--- config.mk ---
export PLATFORM = sky130hd
export DESIGN_NAME = nfc_physical_output_pipe_flat
export DESIGN_NICKNAME = d
export VERILOG_FILES = /design/src/rtl/nfc_physical_output_pipe_if.sv /design/src/rtl/nfc_physical_output_pipe.sv /design/src/flat_wrapper.sv
export SDC_FILE = /design/constraint.sdc
export NUM_CORES = 1
export LEC_CHECK = 0
export ABC_AREA = 1
export CAP_MARGIN = 5
export CORE_ASPECT_RATIO = 1.5
export CORE_MARGIN = 3
export CORE_UTILIZATION = 49
export DETAILED_ROUTE_END_ITERATION = 10
export HOLD_SLACK_MARGIN = 0.03
export PLACE_DENSITY_LB_ADDON = 0.15
export SYNTH_ARGS = -nofsm -noshare
export SYNTH_HDL_FRONTEND = slang
export SYNTH_SLANG_ARGS = --single-unit
--- constraint.sdc ---
create_clock -name iSystemClock -period 2.8 [get_ports iSystemClock]
set_input_delay 0.56 -clock iSystemClock [delete_from_list [all_inputs] [get_ports iSystemClock]]
set_output_delay 0.56 -clock iSystemClock [all_outputs]
set_load 0.005 [all_outputs]
--- src/rtl/nfc_physical_output_pipe_if.sv ---
// Bus bundle between the NAND timing generator and the PHY output stage.
// The slave side is the output pipe. The master side is the controller or the bench.
interface nfc_physical_output_pipe_if #(
  parameter int NumberOfWays = 4,
  parameter int DQWidth      = 8
);
  logic                      iDQSOutEnable;
  logic                      iDQOutEnable;
  logic                      iSDRMode;
  logic [1:0]                iPO_DQStrobe;
  logic [2*DQWidth-1:0]      iPO_DQ;
  logic [NumberOfWays-1:0]   iPO_ChipEnable;
  logic [1:0]                iPO_ReadEnable;
  logic [1:0]                iPO_WriteEnable;
  logic [1:0]                iPO_AddressLatchEnable;
  logic [1:0]                iPO_CommandLatchEnable;

  logic                      oDQS_Rise;
  logic                      oDQS_Fall;
  logic [DQWidth-1:0]        oDQ_Rise;
  logic [DQWidth-1:0]        oDQ_Fall;
  logic                      oDQSTristate;
  logic [DQWidth-1:0]        oDQTristate;
  logic [NumberOfWays-1:0]   oCE;
  logic                      oRE_Rise;
  logic                      oRE_Fall;
  logic                      oWE_Rise;
  logic                      oWE_Fall;
  logic                      oALE_Rise;
  logic                      oALE_Fall;
  logic                      oCLE_Rise;
  logic                      oCLE_Fall;
  logic                      oTurnaroundBusy;
  logic                      oProtocolError;

  modport slave (
    input  iDQSOutEnable, iDQOutEnable, iSDRMode, iPO_DQStrobe, iPO_DQ, iPO_ChipEnable,
           iPO_ReadEnable, iPO_WriteEnable, iPO_AddressLatchEnable, iPO_CommandLatchEnable,
    output oDQS_Rise, oDQS_Fall, oDQ_Rise, oDQ_Fall, oDQSTristate, oDQTristate, oCE,
           oRE_Rise, oRE_Fall, oWE_Rise, oWE_Fall, oALE_Rise, oALE_Fall, oCLE_Rise, oCLE_Fall,
           oTurnaroundBusy, oProtocolError
  );

  modport master (
    output iDQSOutEnable, iDQOutEnable, iSDRMode, iPO_DQStrobe, iPO_DQ, iPO_ChipEnable,
           iPO_ReadEnable, iPO_WriteEnable, iPO_AddressLatchEnable, iPO_CommandLatchEnable,
    input  oDQS_Rise, oDQS_Fall, oDQ_Rise, oDQ_Fall, oDQSTristate, oDQTristate, oCE,
           oRE_Rise, oRE_Fall, oWE_Rise, oWE_Fall, oALE_Rise, oALE_Fall, oCLE_Rise, oCLE_Fall,
           oTurnaroundBusy, oProtocolError
  );
endinterface

--- src/rtl/nfc_physical_output_pipe.sv ---
// Registered NAND PHY output stage: delays all lanes, folds SDR onto rise lanes,
// drives DQ/DQS direction with a turnaround guard, and flags illegal multi-CE selects.
module nfc_physical_output_pipe #(
  parameter int NumberOfWays     = 4,
  parameter int DQWidth          = 8,
  parameter int PipeDepth        = 2,
  parameter int TurnaroundCycles = 1
) (
  input logic                   iSystemClock,
  input logic                   iModuleResetN,
  nfc_physical_output_pipe_if.slave phy
);

  typedef struct packed {
    logic [1:0]              dqs;
    logic [2*DQWidth-1:0]    dq;
    logic [NumberOfWays-1:0] ce;
    logic [1:0]              re;
    logic [1:0]              we;
    logic [1:0]              ale;
    logic [1:0]              cle;
  } lanes_t;

  typedef enum logic [1:0] {StHiz, StWait, StDrive} dirState_t;

  localparam lanes_t IdleLanes = '{dqs: 2'b00, dq: {(2*DQWidth){1'b0}},
                                   ce: {NumberOfWays{1'b1}}, re: 2'b11, we: 2'b11,
                                   ale: 2'b00, cle: 2'b00};
  localparam int GuardLoad = (TurnaroundCycles > 0) ? TurnaroundCycles - 1 : 0;

  function automatic logic [1:0] sdrFold(input logic sdr, input logic [1:0] lane);
    return sdr ? {lane[0], lane[0]} : lane;
  endfunction

  function automatic logic multipleLow(input logic [NumberOfWays-1:0] ce);
    return $countones(~ce) > 1;
  endfunction

  lanes_t    firstStage;
  lanes_t    lastIn;
  lanes_t    outLanes;
  lanes_t    pipe [PipeDepth];
  logic      protocolError;
  logic [1:0] fsmEn;
  dirState_t state [2];
  dirState_t nextState [2];
  logic [2:0] cnt [2];
  logic [2:0] nextCnt [2];

  always_comb begin
    firstStage     = IdleLanes;
    firstStage.dqs = sdrFold(phy.iSDRMode, phy.iPO_DQStrobe);
    firstStage.dq  = phy.iSDRMode ? {2{phy.iPO_DQ[DQWidth-1:0]}} : phy.iPO_DQ;
    firstStage.ce  = phy.iPO_ChipEnable;
    firstStage.re  = sdrFold(phy.iSDRMode, phy.iPO_ReadEnable);
    firstStage.we  = sdrFold(phy.iSDRMode, phy.iPO_WriteEnable);
    firstStage.ale = sdrFold(phy.iSDRMode, phy.iPO_AddressLatchEnable);
    firstStage.cle = sdrFold(phy.iSDRMode, phy.iPO_CommandLatchEnable);
  end

  // Direction enables run one stage short so the FSM register lands with the data.
  generate
    if (PipeDepth == 1) begin : gNoEnDelay
      assign lastIn = firstStage;
      assign fsmEn  = {phy.iDQSOutEnable, phy.iDQOutEnable};
    end else begin : gEnDelay
      logic [1:0] enDly [PipeDepth-1];
      assign lastIn = pipe[PipeDepth-2];
      assign fsmEn  = enDly[PipeDepth-2];
      always_ff @(posedge iSystemClock or negedge iModuleResetN) begin
        if (!iModuleResetN) begin
          for (int k = 0; k < PipeDepth-1; k++) enDly[k] <= 2'b00;
        end else begin
          enDly[0] <= {phy.iDQSOutEnable, phy.iDQOutEnable};
          for (int k = 1; k < PipeDepth-1; k++) enDly[k] <= enDly[k-1];
        end
      end
    end
  endgenerate

  // Lane pipeline; the CE check looks at what is entering the final stage.
  always_ff @(posedge iSystemClock or negedge iModuleResetN) begin
    if (!iModuleResetN) begin
      for (int k = 0; k < PipeDepth; k++) pipe[k] <= IdleLanes;
      protocolError <= 1'b0;
    end else begin
      pipe[0] <= firstStage;
      for (int k = 1; k < PipeDepth; k++) pipe[k] <= pipe[k-1];
      if (multipleLow(lastIn.ce)) protocolError <= 1'b1;
    end
  end

  // Direction FSMs: index 0 is DQ, index 1 is DQS.
  always_ff @(posedge iSystemClock or negedge iModuleResetN) begin
    if (!iModuleResetN) begin
      for (int i = 0; i < 2; i++) begin
        state[i] <= StHiz;
        cnt[i]   <= 3'd0;
      end
    end else begin
      for (int i = 0; i < 2; i++) begin
        state[i] <= nextState[i];
        cnt[i]   <= nextCnt[i];
      end
    end
  end

  always_comb begin
    for (int i = 0; i < 2; i++) begin
      nextState[i] = state[i];
      nextCnt[i]   = cnt[i];
      case (state[i])
        StHiz: begin
          if (fsmEn[i]) begin
            if (TurnaroundCycles == 0) begin
              nextState[i] = StDrive;
            end else begin
              nextState[i] = StWait;
              nextCnt[i]   = 3'(GuardLoad);
            end
          end
        end
        StWait: begin
          if (!fsmEn[i])          nextState[i] = StHiz;
          else if (cnt[i] == 3'd0) nextState[i] = StDrive;
          else                     nextCnt[i]   = cnt[i] - 3'd1;
        end
        StDrive: begin
          if (!fsmEn[i]) nextState[i] = StHiz;
        end
        default: nextState[i] = StHiz;
      endcase
    end
  end

  assign outLanes = pipe[PipeDepth-1];

  assign phy.oDQS_Rise       = outLanes.dqs[0];
  assign phy.oDQS_Fall       = outLanes.dqs[1];
  assign phy.oDQ_Rise        = outLanes.dq[DQWidth-1:0];
  assign phy.oDQ_Fall        = outLanes.dq[2*DQWidth-1:DQWidth];
  assign phy.oCE             = outLanes.ce;
  assign phy.oRE_Rise        = outLanes.re[0];
  assign phy.oRE_Fall        = outLanes.re[1];
  assign phy.oWE_Rise        = outLanes.we[0];
  assign phy.oWE_Fall        = outLanes.we[1];
  assign phy.oALE_Rise       = outLanes.ale[0];
  assign phy.oALE_Fall       = outLanes.ale[1];
  assign phy.oCLE_Rise       = outLanes.cle[0];
  assign phy.oCLE_Fall       = outLanes.cle[1];
  assign phy.oDQTristate     = {DQWidth{state[0] != StDrive}};
  assign phy.oDQSTristate    = (state[1] != StDrive);
  assign phy.oTurnaroundBusy = (state[0] == StWait) || (state[1] == StWait);
  assign phy.oProtocolError  = protocolError;

endmodule

--- src/flat_wrapper.sv ---
// flat-port wrapper written by rule: the top's interface ports become plain ports
module nfc_physical_output_pipe_flat 
#(
  parameter int NumberOfWays     = 4,
  parameter int DQWidth          = 8,
  parameter int PipeDepth        = 2,
  parameter int TurnaroundCycles = 1
)
  (iSystemClock, iModuleResetN, phy_iDQSOutEnable, phy_iDQOutEnable, phy_iSDRMode, phy_iPO_DQStrobe, phy_iPO_DQ, phy_iPO_ChipEnable, phy_iPO_ReadEnable, phy_iPO_WriteEnable, phy_iPO_AddressLatchEnable, phy_iPO_CommandLatchEnable, phy_oDQS_Rise, phy_oDQS_Fall, phy_oDQ_Rise, phy_oDQ_Fall, phy_oDQSTristate, phy_oDQTristate, phy_oCE, phy_oRE_Rise, phy_oRE_Fall, phy_oWE_Rise, phy_oWE_Fall, phy_oALE_Rise, phy_oALE_Fall, phy_oCLE_Rise, phy_oCLE_Fall, phy_oTurnaroundBusy, phy_oProtocolError);
  nfc_physical_output_pipe_if #(.NumberOfWays(NumberOfWays), .DQWidth(DQWidth)) phy_i ();
  input logic iSystemClock;
  input logic iModuleResetN;
  input wire logic [$bits(phy_i.iDQSOutEnable)-1:0] phy_iDQSOutEnable;
  input wire logic [$bits(phy_i.iDQOutEnable)-1:0] phy_iDQOutEnable;
  input wire logic [$bits(phy_i.iSDRMode)-1:0] phy_iSDRMode;
  input wire logic [$bits(phy_i.iPO_DQStrobe)-1:0] phy_iPO_DQStrobe;
  input wire logic [$bits(phy_i.iPO_DQ)-1:0] phy_iPO_DQ;
  input wire logic [$bits(phy_i.iPO_ChipEnable)-1:0] phy_iPO_ChipEnable;
  input wire logic [$bits(phy_i.iPO_ReadEnable)-1:0] phy_iPO_ReadEnable;
  input wire logic [$bits(phy_i.iPO_WriteEnable)-1:0] phy_iPO_WriteEnable;
  input wire logic [$bits(phy_i.iPO_AddressLatchEnable)-1:0] phy_iPO_AddressLatchEnable;
  input wire logic [$bits(phy_i.iPO_CommandLatchEnable)-1:0] phy_iPO_CommandLatchEnable;
  output wire logic [$bits(phy_i.oDQS_Rise)-1:0] phy_oDQS_Rise;
  output wire logic [$bits(phy_i.oDQS_Fall)-1:0] phy_oDQS_Fall;
  output wire logic [$bits(phy_i.oDQ_Rise)-1:0] phy_oDQ_Rise;
  output wire logic [$bits(phy_i.oDQ_Fall)-1:0] phy_oDQ_Fall;
  output wire logic [$bits(phy_i.oDQSTristate)-1:0] phy_oDQSTristate;
  output wire logic [$bits(phy_i.oDQTristate)-1:0] phy_oDQTristate;
  output wire logic [$bits(phy_i.oCE)-1:0] phy_oCE;
  output wire logic [$bits(phy_i.oRE_Rise)-1:0] phy_oRE_Rise;
  output wire logic [$bits(phy_i.oRE_Fall)-1:0] phy_oRE_Fall;
  output wire logic [$bits(phy_i.oWE_Rise)-1:0] phy_oWE_Rise;
  output wire logic [$bits(phy_i.oWE_Fall)-1:0] phy_oWE_Fall;
  output wire logic [$bits(phy_i.oALE_Rise)-1:0] phy_oALE_Rise;
  output wire logic [$bits(phy_i.oALE_Fall)-1:0] phy_oALE_Fall;
  output wire logic [$bits(phy_i.oCLE_Rise)-1:0] phy_oCLE_Rise;
  output wire logic [$bits(phy_i.oCLE_Fall)-1:0] phy_oCLE_Fall;
  output wire logic [$bits(phy_i.oTurnaroundBusy)-1:0] phy_oTurnaroundBusy;
  output wire logic [$bits(phy_i.oProtocolError)-1:0] phy_oProtocolError;
  assign phy_i.iDQSOutEnable = phy_iDQSOutEnable;
  assign phy_i.iDQOutEnable = phy_iDQOutEnable;
  assign phy_i.iSDRMode = phy_iSDRMode;
  assign phy_i.iPO_DQStrobe = phy_iPO_DQStrobe;
  assign phy_i.iPO_DQ = phy_iPO_DQ;
  assign phy_i.iPO_ChipEnable = phy_iPO_ChipEnable;
  assign phy_i.iPO_ReadEnable = phy_iPO_ReadEnable;
  assign phy_i.iPO_WriteEnable = phy_iPO_WriteEnable;
  assign phy_i.iPO_AddressLatchEnable = phy_iPO_AddressLatchEnable;
  assign phy_i.iPO_CommandLatchEnable = phy_iPO_CommandLatchEnable;
  assign phy_oDQS_Rise = phy_i.oDQS_Rise;
  assign phy_oDQS_Fall = phy_i.oDQS_Fall;
  assign phy_oDQ_Rise = phy_i.oDQ_Rise;
  assign phy_oDQ_Fall = phy_i.oDQ_Fall;
  assign phy_oDQSTristate = phy_i.oDQSTristate;
  assign phy_oDQTristate = phy_i.oDQTristate;
  assign phy_oCE = phy_i.oCE;
  assign phy_oRE_Rise = phy_i.oRE_Rise;
  assign phy_oRE_Fall = phy_i.oRE_Fall;
  assign phy_oWE_Rise = phy_i.oWE_Rise;
  assign phy_oWE_Fall = phy_i.oWE_Fall;
  assign phy_oALE_Rise = phy_i.oALE_Rise;
  assign phy_oALE_Fall = phy_i.oALE_Fall;
  assign phy_oCLE_Rise = phy_i.oCLE_Rise;
  assign phy_oCLE_Fall = phy_i.oCLE_Fall;
  assign phy_oTurnaroundBusy = phy_i.oTurnaroundBusy;
  assign phy_oProtocolError = phy_i.oProtocolError;
  nfc_physical_output_pipe #(.NumberOfWays(NumberOfWays), .DQWidth(DQWidth), .PipeDepth(PipeDepth), .TurnaroundCycles(TurnaroundCycles)) u_core (.iSystemClock(iSystemClock), .iModuleResetN(iModuleResetN), .phy(phy_i));
endmodule
==> results.toml <==
[floorplan]
design.core.area_um2 = 4850
ios = 76
die_area_um2 = 5960
row_count = 31
die_h_um = 93.1
initial_utilization_pct = 51.1
die_w_um = 64.1

[cells_and_area]
final_nets = 292
drive_above_1_share_pct = 18.0
total_of_fill_cells_in_the_finished_design = 326
layout-area-overhead-vs-synth_pct = 39.0
layout.cells.non_filler = 321
antenna-diode-count = 0
stdcell_area_um2 = 3440

[clocking]
cts_setup_buffers = 0
htree_num_levels = 3
clkLatencyLatePin_ns = 0.33
cts_hold_repair.buffers = 0
clock_root_buffer = "clkbuf_8"
tritoncts = "yes"
numCtsBuffers = 9
numClockSinks = 73
cts.repair.resized = 0
worst_setup_hold_path_clk_slew_ns = 0.07
clock_tree.buffer_depth = 2

[yosys]
synthDominantAreaCellType = "dfrtp_1"
ff_latch_count_synth = 73
synth.top_cells.by_area = "dfrtp_1 58%, dfstp_2 17%, mux2_4 6.1%"
syn-cell-area_um2 = 2480
synth_cell_types = 17
synth-edff-count = 0
synth-compound-area-share_pct = 2.47
synthesis.area_per_instance_um2 = 14.6
yosys.area_share.xor_xnor_pct = 0
synth_async_reset_ratio_pct = 100
muxShareOfSynthArea_pct = 7.42
synth_flop_cell = "dfrtp_1"
synthesis.instances = 170
synthesis.nets = 212
synth_top_family_by_area = "multiplexers"
yosys_warnings = 0
synth-adder-area-share_pct = 3.84
post_synth_and_or_nand_nor_area_fraction_pct = 5.20
netlist.area_leader.share_pct = 57.6
synth_seq_area_share_pct = 74.5

[timing]
timing_worst_slew_pin_value_ns = 0.661
finClkSkew_ns = 0.00624
slew_headroom_pct = 55.9
period_needed_ns = 2.07
setup_tns_final_ns = 0
fin_worst_hold_slack_ns = 0.256
timing.final.hold_violations = 0
timing.fmax_mhz = 484
report.final.setup_viol = 0
rsz_0062_raised_after_global_routing = "false"
fin_crit_sh_pct = 73.8
final_max_slew_viol_count = 0

[critical_path]
critPathKind = "flop to output pin"
crit_path_end_kind = "output pin"
critPathLaunchType = "flop"
critPathMaxFanout = 9
worst_ep_arrival_time_ns = 1.51
slowest_stage_cell_crit_path = "clkdlybuf4s50_1"
max_stage_delay_ns = 0.55
worst_ep_required_time_ns = 2.24
cp_cell_sequence = "nand2_1 -> clkdlybuf4s50_1"

[power_and_ir_drop]
leakage_uw = 0.00158
overall_power_after_layout_uw = 2420
vdd.ir_drop.worst_mv = 0.543
p_per_area_nw_per_um2 = 704

[routing]
antenna_violating_nets_post_route = 0
drt-wirelength-per-cell_um = 11.8
drt_pass1_iterations = 3
wl_um = 3800
drtIter0Drc = 22
detailroute.via_count = 1395
drc_errors = 0
vias_per_cell = 4.35

[placement]
number_of_buffers_inserted_by_port_buffering = 75
post-dp-hpwl_um = 2810
routabilityCongestion = 0.691
placement.cell_area_um2 = 3270
place_inst = 305

[grt]
first_global_vias = 1379
grt_max_degree = 44
globalRouteTotalUtil_pct = 14.5
grt_first_pass_wirelength_um = 6330
gr-total-overflow = 0
initial_antenna_violation_count = 0

[worst_hold_path]
hold_wc_path_type = "input port to asynchronous set/reset pin"

[status]
outcome = "complete, no violations"

[job]
timing.max_cap.violations = 0
## metal layers
| layer | GRT usage, % | wire (µm) |
|---|---|---|
| met4 | 8.65 | 88 |
| met5 | 0 | 0 |
| met2 | 23.9 | 2040 |
| met3 | 6.01 | 292 |
| met1 | 15.4 | 1380 |
## final timing paths
| check | from | to | slack, ns | cells past startpoint |
|---|---|---|---|---|
| max in group asynchronous | iModuleResetN | u_core.phy.oWE_Rise$_DFF_PN1_ | 1.83 | 2 |
| max reg2reg | u_core.lastIn[8]$_DFF_PN1_ | u_core.phy.oProtocolError$_DFFE_PN0N_ | 1.22 | 5 |
| max | u_core.state[3]$_DFFE_PN0P_ | phy_oDQTristate[1] | 0.73 | 2 |
| min | iModuleResetN | u_core.cnt[3]$_DFFE_PN0P_ | 0.26 | 1 |
| min in group iSystemClock | u_core.lastIn[26]$_DFF_PN0_ | u_core.phy.oDQ_Fall[6]$_DFF_PN0_ | 0.35 | 0 |
| min reg2reg | u_core.lastIn[26]$_DFF_PN0_ | u_core.phy.oDQ_Fall[6]$_DFF_PN0_ | 0.35 | 0 |
## cell usage in the layout (no fill, tap or decap)
cell type	n
nor2_1	4
mux2_2	3
clkdlybuf4s50_1	74
o21bai_1	2
clkinv_2	3
o22ai_1	1
a21oi_1	4
dfstp_2	16
fa_1	1
nand3_1	4
buf_12	1
nand2_1	23
mux2_4	10
dfrtp_1	57
inv_1	26
buf_4	1
buf_2	1
clkbuf_1	2
o21ai_0	4
ha_1	6
clkbuf_8	11
nand3b_1	1
## flip-flops by register name, summed over array words and instances (netlist names), 2 cells and up
signal / cells
u_core.phy.oCE: 4
u_core.state: 4
u_core.fsmEn: 2
u_core.cnt: 6
u_core.phy.oDQ_Rise: 8
u_core.lastIn: 30
u_core.phy.oDQ_Fall: 8
## where the power goes
group / switching (µW) / internal [µW] / total (µW)
Sequential: 50.8 / 1170 / 1220
Combinational: 229 / 276 / 505
Clock: 333 / 366 / 699
## stage by stage
stage | setup slack (ns) | util [%]
after global placement | 1.05 | 67.4
after CTS | 0.698 | 71.0
after global routing | 0.585 | 71.0
after floorplan | 1.29 | -
final | 0.735 | 71.0
after detailed placement | 1.05 | 67.4
## kinds of logic (layout without fill, tap and decap cells)
group / after synthesis / in the layout
buf+inv: 34 / 119
compound gates: 11 / 11
fa+ha+maj: 7 / 7
simple gates: 32 / 32
mux: 13 / 13
flops: 73 / 73
## worst max-delay path, delay by kind of cell (launching register included)
kind / cells / cell delay (ns)
buf+inv: 1 / 0.55
flops: 1 / 0.42
simple gates: 1 / 0.22
## cells in the mapped netlist, types with 2 or more instances
cell type,n
dfstp_2,16
o21bai_1,2
nor2_1,4
nand2_1,23
a21oi_1,4
nand3_1,4
ha_1,6
mux2_4,10
mux2_2,3
inv_1,26
buf_4,7
dfrtp_1,57
o21ai_0,4
## layout make-up
cell class                      count  area, µm²  share of cell area (%)
Timing Repair Buffer               77        773                    22.5
Sequential cell                    73       1850                    53.6
Tap cell                           66       82.6                    2.40
Multi-Input combinational cell     63        469                    13.6
Clock inverter                      3       15.0                   0.436
Inverter                           26       97.6                    2.83
Clock buffer                       13        159                    4.61
No activity file was read; power rests on OpenSTA's default activity.
